**src/rtl/mux_n_pipe.sv**
```systemverilog
// N-input registered select mux with a valid/ready handshake and a 2-entry skid buffer.
// Define MUX_N_PIPE_ERR_CNT_EN to build the saturating out-of-range select counter on err_count.
module mux_n_pipe #(
  parameter int DATA_W = 16,
  parameter int N_IN   = 3,
  localparam int SEL_W = (N_IN > 2) ? $clog2(N_IN) : 1
) (
  input  logic                   clk,
  input  logic                   arst_n,
  input  logic [N_IN*DATA_W-1:0] in_data,
  input  logic [SEL_W-1:0]       in_sel,
  input  logic                   in_valid,
  output logic                   in_ready,
  output logic [DATA_W-1:0]      out_data,
  output logic                   out_sel_err,
  output logic                   out_valid,
  input  logic                   out_ready,
  output logic [7:0]             err_count
);

  typedef enum logic [1:0] {EMPTY, ONE, FULL} state_t;

  state_t              state_q, state_d;
  logic [DATA_W-1:0]   main_data_q, main_data_d;
  logic                main_err_q, main_err_d;
  logic [DATA_W-1:0]   skid_data_q, skid_data_d;
  logic                skid_err_q, skid_err_d;
  logic                out_valid_q, out_valid_d;
  logic                in_ready_q, in_ready_d;

  logic [DATA_W-1:0]   sel_word;
  logic                sel_err;
  logic                in_xfer;
  logic                out_xfer;

  // Unmatched select codes fall back to input 0 and raise the error flag.
  always_comb begin
    sel_word = in_data[DATA_W-1:0];
    sel_err  = 1'b1;
    for (int k = 0; k < N_IN; k++) begin
      if (in_sel == SEL_W'(k)) begin
        sel_word = in_data[k*DATA_W +: DATA_W];
        sel_err  = 1'b0;
      end
    end
  end

  assign in_xfer  = in_valid & in_ready_q;
  assign out_xfer = out_valid_q & out_ready;

  always_comb begin
    state_d     = state_q;
    main_data_d = main_data_q;
    main_err_d  = main_err_q;
    skid_data_d = skid_data_q;
    skid_err_d  = skid_err_q;
    case (state_q)
      EMPTY: begin
        if (in_xfer) begin
          main_data_d = sel_word;
          main_err_d  = sel_err;
          state_d     = ONE;
        end
      end
      ONE: begin
        case ({in_xfer, out_xfer})
          2'b11: begin
            main_data_d = sel_word;
            main_err_d  = sel_err;
          end
          2'b10: begin
            skid_data_d = sel_word;
            skid_err_d  = sel_err;
            state_d     = FULL;
          end
          2'b01:   state_d = EMPTY;
          default: state_d = ONE;
        endcase
      end
      FULL: begin
        if (out_xfer) begin
          main_data_d = skid_data_q;
          main_err_d  = skid_err_q;
          state_d     = ONE;
        end
      end
      default: state_d = EMPTY;
    endcase
    // Handshake outputs come straight from flops; out_ready never reaches in_ready combinationally.
    out_valid_d = (state_d != EMPTY);
    in_ready_d  = (state_d != FULL);
  end

  always_ff @(posedge clk or negedge arst_n) begin
    if (!arst_n) begin
      state_q     <= EMPTY;
      main_data_q <= '0;
      main_err_q  <= 1'b0;
      skid_data_q <= '0;
      skid_err_q  <= 1'b0;
      out_valid_q <= 1'b0;
      in_ready_q  <= 1'b1;
    end else begin
      state_q     <= state_d;
      main_data_q <= main_data_d;
      main_err_q  <= main_err_d;
      skid_data_q <= skid_data_d;
      skid_err_q  <= skid_err_d;
      out_valid_q <= out_valid_d;
      in_ready_q  <= in_ready_d;
    end
  end

  assign in_ready    = in_ready_q;
  assign out_valid   = out_valid_q;
  assign out_data    = main_data_q;
  assign out_sel_err = main_err_q;

`ifdef MUX_N_PIPE_ERR_CNT_EN
  logic [7:0] err_cnt_q, err_cnt_d;

  always_comb begin
    err_cnt_d = err_cnt_q;
    if (in_xfer && sel_err && (err_cnt_q != 8'hFF)) begin
      err_cnt_d = err_cnt_q + 8'd1;
    end
  end

  always_ff @(posedge clk or negedge arst_n) begin
    if (!arst_n) begin
      err_cnt_q <= 8'd0;
    end else begin
      err_cnt_q <= err_cnt_d;
    end
  end

  assign err_count = err_cnt_q;
`else
  assign err_count = 8'd0;
`endif

endmodule

```
**config.mk**
```make
export PLATFORM = sky130hd
export DESIGN_NAME = mux_n_pipe
export DESIGN_NICKNAME = d
export VERILOG_FILES = /design/src/rtl/mux_n_pipe.sv
export SDC_FILE = /design/constraint.sdc
export NUM_CORES = 1
export LEC_CHECK = 0
export ABC_AREA = 0
export CAP_MARGIN = 20
export CORE_MARGIN = 4
export CORE_UTILIZATION = 40
export CTS_BUF_LIST = sky130_fd_sc_hd__clkbuf_4 sky130_fd_sc_hd__clkbuf_8 sky130_fd_sc_hd__clkbuf_16
export DETAILED_ROUTE_END_ITERATION = 16
export GPL_ROUTABILITY_DRIVEN = 1
export PLACE_DENSITY = 0.78
export SLEW_MARGIN = 0
export SYNTH_ARGS = -nofsm -noshare
export SYNTH_HDL_FRONTEND = slang
export SYNTH_SLANG_ARGS = --single-unit
```
**constraint.sdc**
```tcl
create_clock -name clk -period 2.3 [get_ports clk]
set_clock_uncertainty 0.2 [all_clocks]
set_input_delay 0.575 -clock clk [delete_from_list [all_inputs] [get_ports clk]]
set_output_delay 0.575 -clock clk [all_outputs]
set_load 0.005 [all_outputs]
```
==> flow_metrics.py, run 1 <==
metrics = {
    "critical_path": {
        "critical_path_arrival_ns": 1.35,
        "start_kind": "register",
        "r2r_setup_slack_ns": 0.57,
        "cp_num_buf_inv": 1,
        "r2r_start": "in_ready",
        "reg2reg_depth": 5,
        "criticalPathCategory": "register to primary output",
        "setup.worst_path.end_class": "primary output",
        "cp_cell_sequence": "clkdlybuf4s50_1",
        "critPathMaxStageDelay_ns": 0.56,
        "path_max_fanout": 4,
        "crit_family": "flip-flops",
        "rr_endpoint": "out_data[0]",
        "cp.required_ns": 1.52,
        "cp_slowest_cell": "dfstp_2",
    },
    "cts": {
        "cts_made_buffers": 5,
        "cts_sinks": 38,
        "h-tree-depth": 2,
        "clockBufferDepth": 2,
        "cts_hold_buf": 0,
        "cts.root.buffer_cell": "clkbuf_8",
        "clk_pin_slew_ns": 0.08,
        "cts_resized": 0,
        "cts_tree": "yes",
        "postCtsSetupBuffers": 0,
        "insertion_delay_ns": 0.29,
    },
    "cells_and_area": {
        "multi_input_area_sq_um": 1200,
        "regArea_sq_um": 952,
        "area_delta_synth_final_pct": 37.8,
        "fin_util": 0.576,
        "fin_nets": 340,
        "layout-drive-gt1-share": 0.192,
        "num_antenna_cells": 0,
        "nFillCells": 478,
    },
    "timing": {
        "fmax_ghz": 0.470,
        "fin_crit_sh": 0.925,
        "hold_violations": 0,
        "final_max_slew_viol_count": 0,
        "min_period_ns": 2.13,
        "rsz0062_at_grt": "no",
        "setup_tns_ns": 0,
        "setup_violations": 0,
    },
    "floorplanning": {
        "initial_core_util": 0.418,
        "die_area_sq_um": 7110,
        "die_x_um": 84.3,
        "fp.dieH_um": 84.3,
        "coreArea_sq_um": 5570,
        "io_pins": 81,
        "rows": 27,
    },
    "run": {
        "maxCapViolations": 0,
    },
    "logic_synthesis": {
        "synth.most_common_cell": "nand2_1",
        "synth_area_leader_cell": "dfrtp_1",
        "syn_area_per_cell_sq_um": 10.8,
        "seq_area_frac_synth": 0.409,
        "yosysWarnings": 0,
        "synth_top_flop_cell": "dfrtp_1",
        "syn_area_sq_um": 2330,
        "ys_seq_elements": 38,
        "syn_inst": 216,
        "ys_top_cells_by_count": "39 x nand2_1, 37 x dfrtp_1, 32 x mux2i_1",
        "synth_area_leaders": "dfrtp_1 40%, mux2i_1 14%, o211ai_2 8.1%, mux2_2 7.7%, nand2_1 6.3%",
        "ys_types": 26,
        "synth_edf_count": 0,
        "synth_top_area_frac": 0.398,
        "postSynth.asyncResetShare": 1.00,
    },
    "placement": {
        "gp_congestion": 0.767,
        "dp_hpwl_um": 3880,
        "portBuffers": 72,
    },
    "global_routing": {
        "grt_pass1_vias": 1715,
        "antenna_found_initial": 0,
        "grt_pass1_wl_um": 8540,
        "globalRouteTotalUtil": 0.148,
        "grt_max_degree": 39,
        "overflow": 0,
    },
    "hold_path": {
        "hold_path.class": "input port to async pin",
    },
    "drt": {
        "drc": 0,
        "vias": 1778,
        "vias_per_cell": 4.95,
        "drtIter0Drc": 79,
        "wl_per_cell_um": 14.5,
        "ant_nets": 0,
        "wirelength_um": 5220,
        "dr.pass1.iters": 4,
    },
    "power": {
        "p_leak_nw": 1.34,
        "powerDensity_nw_per_um2": 995,
        "vdd_ir_drop_max_uv": 639,
    },
    "outcome": {
        "status": "finished clean",
    },
}
## power by group
group	switching (mW)	internal [mW]	leakage, nW
Sequential	0.207	0.990	0.450
Combinational	0.552	0.764	0.824
Clock	0.247	0.435	0.0683
Total	1.01	2.19	1.34
## state kept, by name, indices dropped and copies added, names as in the netlist
| name | flops |
|---|---|
| out_data | 16 |
| skid_data_q | 16 |
| state_q | 2 |
| in_ready | 1 |
| out_sel_err | 1 |
| out_valid | 1 |
| skid_err_q | 1 |
## per-layer routing
layer,wire length (um),vias up,track usage
li1,-,890,-
met1,2600,823,0.211
met2,2220,61,0.217
met3,353,4,0.0491
met4,47,0,0.0395
met5,0,-,0
## logic make-up (layout without fill, tap and decap cells)
logic type / Yosys count / in the layout / share of synthesized area
AO/OA/AOI/OAI: 58 / 58 / 0.208
buffers and inverters: 25 / 89 / 0.0860
flip-flops: 38 / 38 / 0.409
multiplexers: 48 / 48 / 0.215
other: 1 / 8 / 0.00161
AND/OR/NAND/NOR: 46 / 46 / 0.0806
## worst max path at each step
stage	slack [ns]	cells after the start	endpoint	start
after global routing	0.13	1	in_ready	in_ready
after global placement	0.05	6	out_data[0]	in_valid
after detailed placement	0.03	6	out_data[0]	in_valid
after floorplan	0.47	5	out_data[13]	in_sel[1]
after CTS	0.16	1	in_ready	in_ready
final	0.17	1	in_ready	in_ready
## stage by stage
step	hold WS, ns	power (mW)	area (sq um)	setup slack, ns	instances
final	0.119	3.19	3210	0.173	359
after global routing	0.166	3.41	3210	0.131	359
after CTS	0.133	3.24	3210	0.158	359
after detailed placement	0.271	2.54	3070	0.0279	351
after global placement	0.263	2.50	3070	0.0454	351
after floorplan	0.0794	1.94	2350	0.474	223
## cell type report
class | instances | share of cell area
Clock buffer | 5 | 0.0214
Clock inverter | 3 | 0.0214
Inverter | 1 | 0.00117
Multi-Input combinational cell | 160 | 0.375
Sequential cell | 38 | 0.297
Tap cell | 72 | 0.0281
Timing Repair Buffer | 80 | 0.256
## layout by cell type (no fill, tap or decap), drive strengths merged
cell type / netlist / routed
clkdlybuf4s50: 0 / 70
nand2: 40 / 40
dfrtp: 37 / 37
mux2i: 32 / 32
o21ai: 18 / 18
mux2: 16 / 16
o21a: 16 / 16
o211ai: 16 / 16
buf: 23 / 10
conb: 1 / 8
clkbuf: 1 / 5
a21oi: 4 / 4
nor2: 3 / 3
bufinv: 0 / 2
a21boi: 1 / 1
and3b: 1 / 1
a31oi: 1 / 1
o22ai: 1 / 1
nand2b: 1 / 1
inv: 1 / 1
o32ai: 1 / 1
nor2b: 1 / 1
clkinv: 0 / 1
dfstp: 1 / 1
## worst reg2reg max path: cells and delay by family (launching register included)
family	cells	cell delay, ns
buffers and inverters	1	0.25
AO/OA/AOI/OAI	3	0.53
AND/OR/NAND/NOR	1	0.08
flip-flops	1	0.56
(Power assumes the default switching activity.)
==> run 2, diff against run 1 <==
MAX_ROUTING_LAYER = met4   (was unset)
==> flow_metrics.py, run 2 (synthesized netlist as in run 1, its figures left out) <==
metrics = {
    "critical_path": {
        "critical_path_arrival_ns": 1.35,
        "cp_num_buf_inv": 1,
        "r2r_setup_slack_ns": 0.57,
        "rr_endpoint": "out_data[0]",
        "start_kind": "register",
        "cp_cell_sequence": "clkdlybuf4s50_1",
        "crit_family": "flip-flops",
        "criticalPathCategory": "register to primary output",
        "critPathMaxStageDelay_ns": 0.56,
        "setup.worst_path.end_class": "primary output",
        "path_max_fanout": 4,
        "cp.depth": 1,
        "reg2reg_depth": 5,
        "r2r_start": "in_ready",
        "cp_slowest_cell": "dfstp_2",
        "cp.required_ns": 1.52,
    },
    "timing": {
        "setup_violations": 0,
        "fin_crit_sh": 0.924,
        "worst_slack_ns": 0.174,
        "hold_violations": 0,
        "final_max_slew_viol_count": 0,
        "fmax_ghz": 0.470,
        "setup_tns_ns": 0,
        "whs_ns": 0.118,
        "rsz0062_at_grt": "no",
        "min_period_ns": 2.13,
    },
    "cts": {
        "postCtsSetupBuffers": 0,
        "h-tree-depth": 2,
        "cts_made_buffers": 5,
        "clockBufferDepth": 2,
        "cts_resized": 0,
        "cts_hold_buf": 0,
        "cts.root.buffer_cell": "clkbuf_8",
        "cts_sinks": 38,
        "insertion_delay_ns": 0.29,
        "cts_tree": "yes",
        "clk_pin_slew_ns": 0.08,
    },
    "global_routing": {
        "grt_max_degree": 39,
        "antenna_found_initial": 0,
        "overflow": 0,
        "globalRouteTotalUtil": 0.153,
        "grt_pass1_vias": 1717,
        "grt_pass1_wl_um": 8540,
    },
    "power": {
        "power_frac_seq": 0.374,
        "switchingPower_mw": 1.01,
        "vdd_ir_drop_max_uv": 641,
        "p_leak_nw": 1.34,
        "power.total_mw": 3.20,
        "comb_power_share": 0.413,
        "p_int_mw": 2.19,
        "switching_share": 0.316,
        "powerDensity_nw_per_um2": 997,
        "p_clk_frac": 0.213,
    },
    "cells_and_area": {
        "layout_common_cells": "70 x clkdlybuf4s50_1, 39 x nand2_1, 37 x dfrtp_1",
        "nFillCells": 478,
        "layout-drive-gt1-share": 0.192,
        "num_antenna_cells": 0,
        "fin_area_sq_um": 3210,
        "fin_nets": 340,
        "fin_util": 0.576,
        "mostFrequentLayoutCell": "clkdlybuf4s50_1",
        "area_delta_synth_final_pct": 37.8,
        "stdcell_count": 359,
    },
    "placement": {
        "portBuffers": 72,
        "dp.cells": 351,
        "pre_cts_ws_ns": 0.0279,
        "dp_hpwl_um": 3880,
        "place_area_sq_um": 3070,
        "gp_congestion": 0.777,
    },
    "drt": {
        "wl_per_cell_um": 14.6,
        "dr.pass1.iters": 4,
        "ant_nets": 0,
        "vias_per_cell": 4.96,
        "wirelength_um": 5250,
        "vias": 1780,
        "drc": 0,
        "drtIter0Drc": 78,
    },
    "floorplanning": {
        "initial_core_util": 0.418,
        "io_pins": 81,
        "fp.dieH_um": 84.3,
        "coreArea_sq_um": 5570,
        "rows": 27,
        "die_x_um": 84.3,
        "die_area_sq_um": 7110,
    },
    "hold_path": {
        "hold_path.class": "input port to async pin",
    },
    "run": {
        "maxCapViolations": 0,
    },
    "outcome": {
        "status": "finished clean",
    },
}
run 2: final cells by class:
| cell class | instances | area (sq um) | share of cell area |
|---|---|---|---|
| clock buffers | 5 | 68.8 | 0.0214 |
| clock inverters | 3 | 68.8 | 0.0214 |
| inverters | 1 | 3.75 | 0.00117 |
| multi-input cells | 160 | 1200 | 0.375 |
| flip-flops and latches | 38 | 952 | 0.297 |
| well taps | 72 | 90.1 | 0.0281 |
| repair buffers | 80 | 821 | 0.256 |
run 2: power by group through the flow:
stage / registers, mW / clock network [mW] / logic, mW
after floorplan: 1.18 / 0 / 0.765
after global placement: 1.20 / 0 / 1.30
after detailed placement: 1.21 / 0 / 1.34
after CTS: 1.20 / 0.697 / 1.34
after global routing: 1.23 / 0.729 / 1.45
final: 1.20 / 0.681 / 1.32
run 2: worst max-delay path by stage:
stage / start / to / slack [ns]
after floorplan: in_sel[1] / out_data[13] / 0.47
after global placement: in_valid / out_data[0] / 0.05
after detailed placement: in_valid / out_data[0] / 0.03
after CTS: in_ready / in_ready / 0.16
after global routing: in_ready / in_ready / 0.13
final: in_ready / in_ready / 0.17
run 2: metal layers:
metal	vias to the layer above	wire (um)	global-route usage	part of all wire
met5	-	0	-	0
met2	65	2230	0.217	0.42
met4	0	38	0.0395	0.0072
li1	890	-	-	-
met3	4	304	0.0412	0.058
met1	821	2680	0.216	0.51
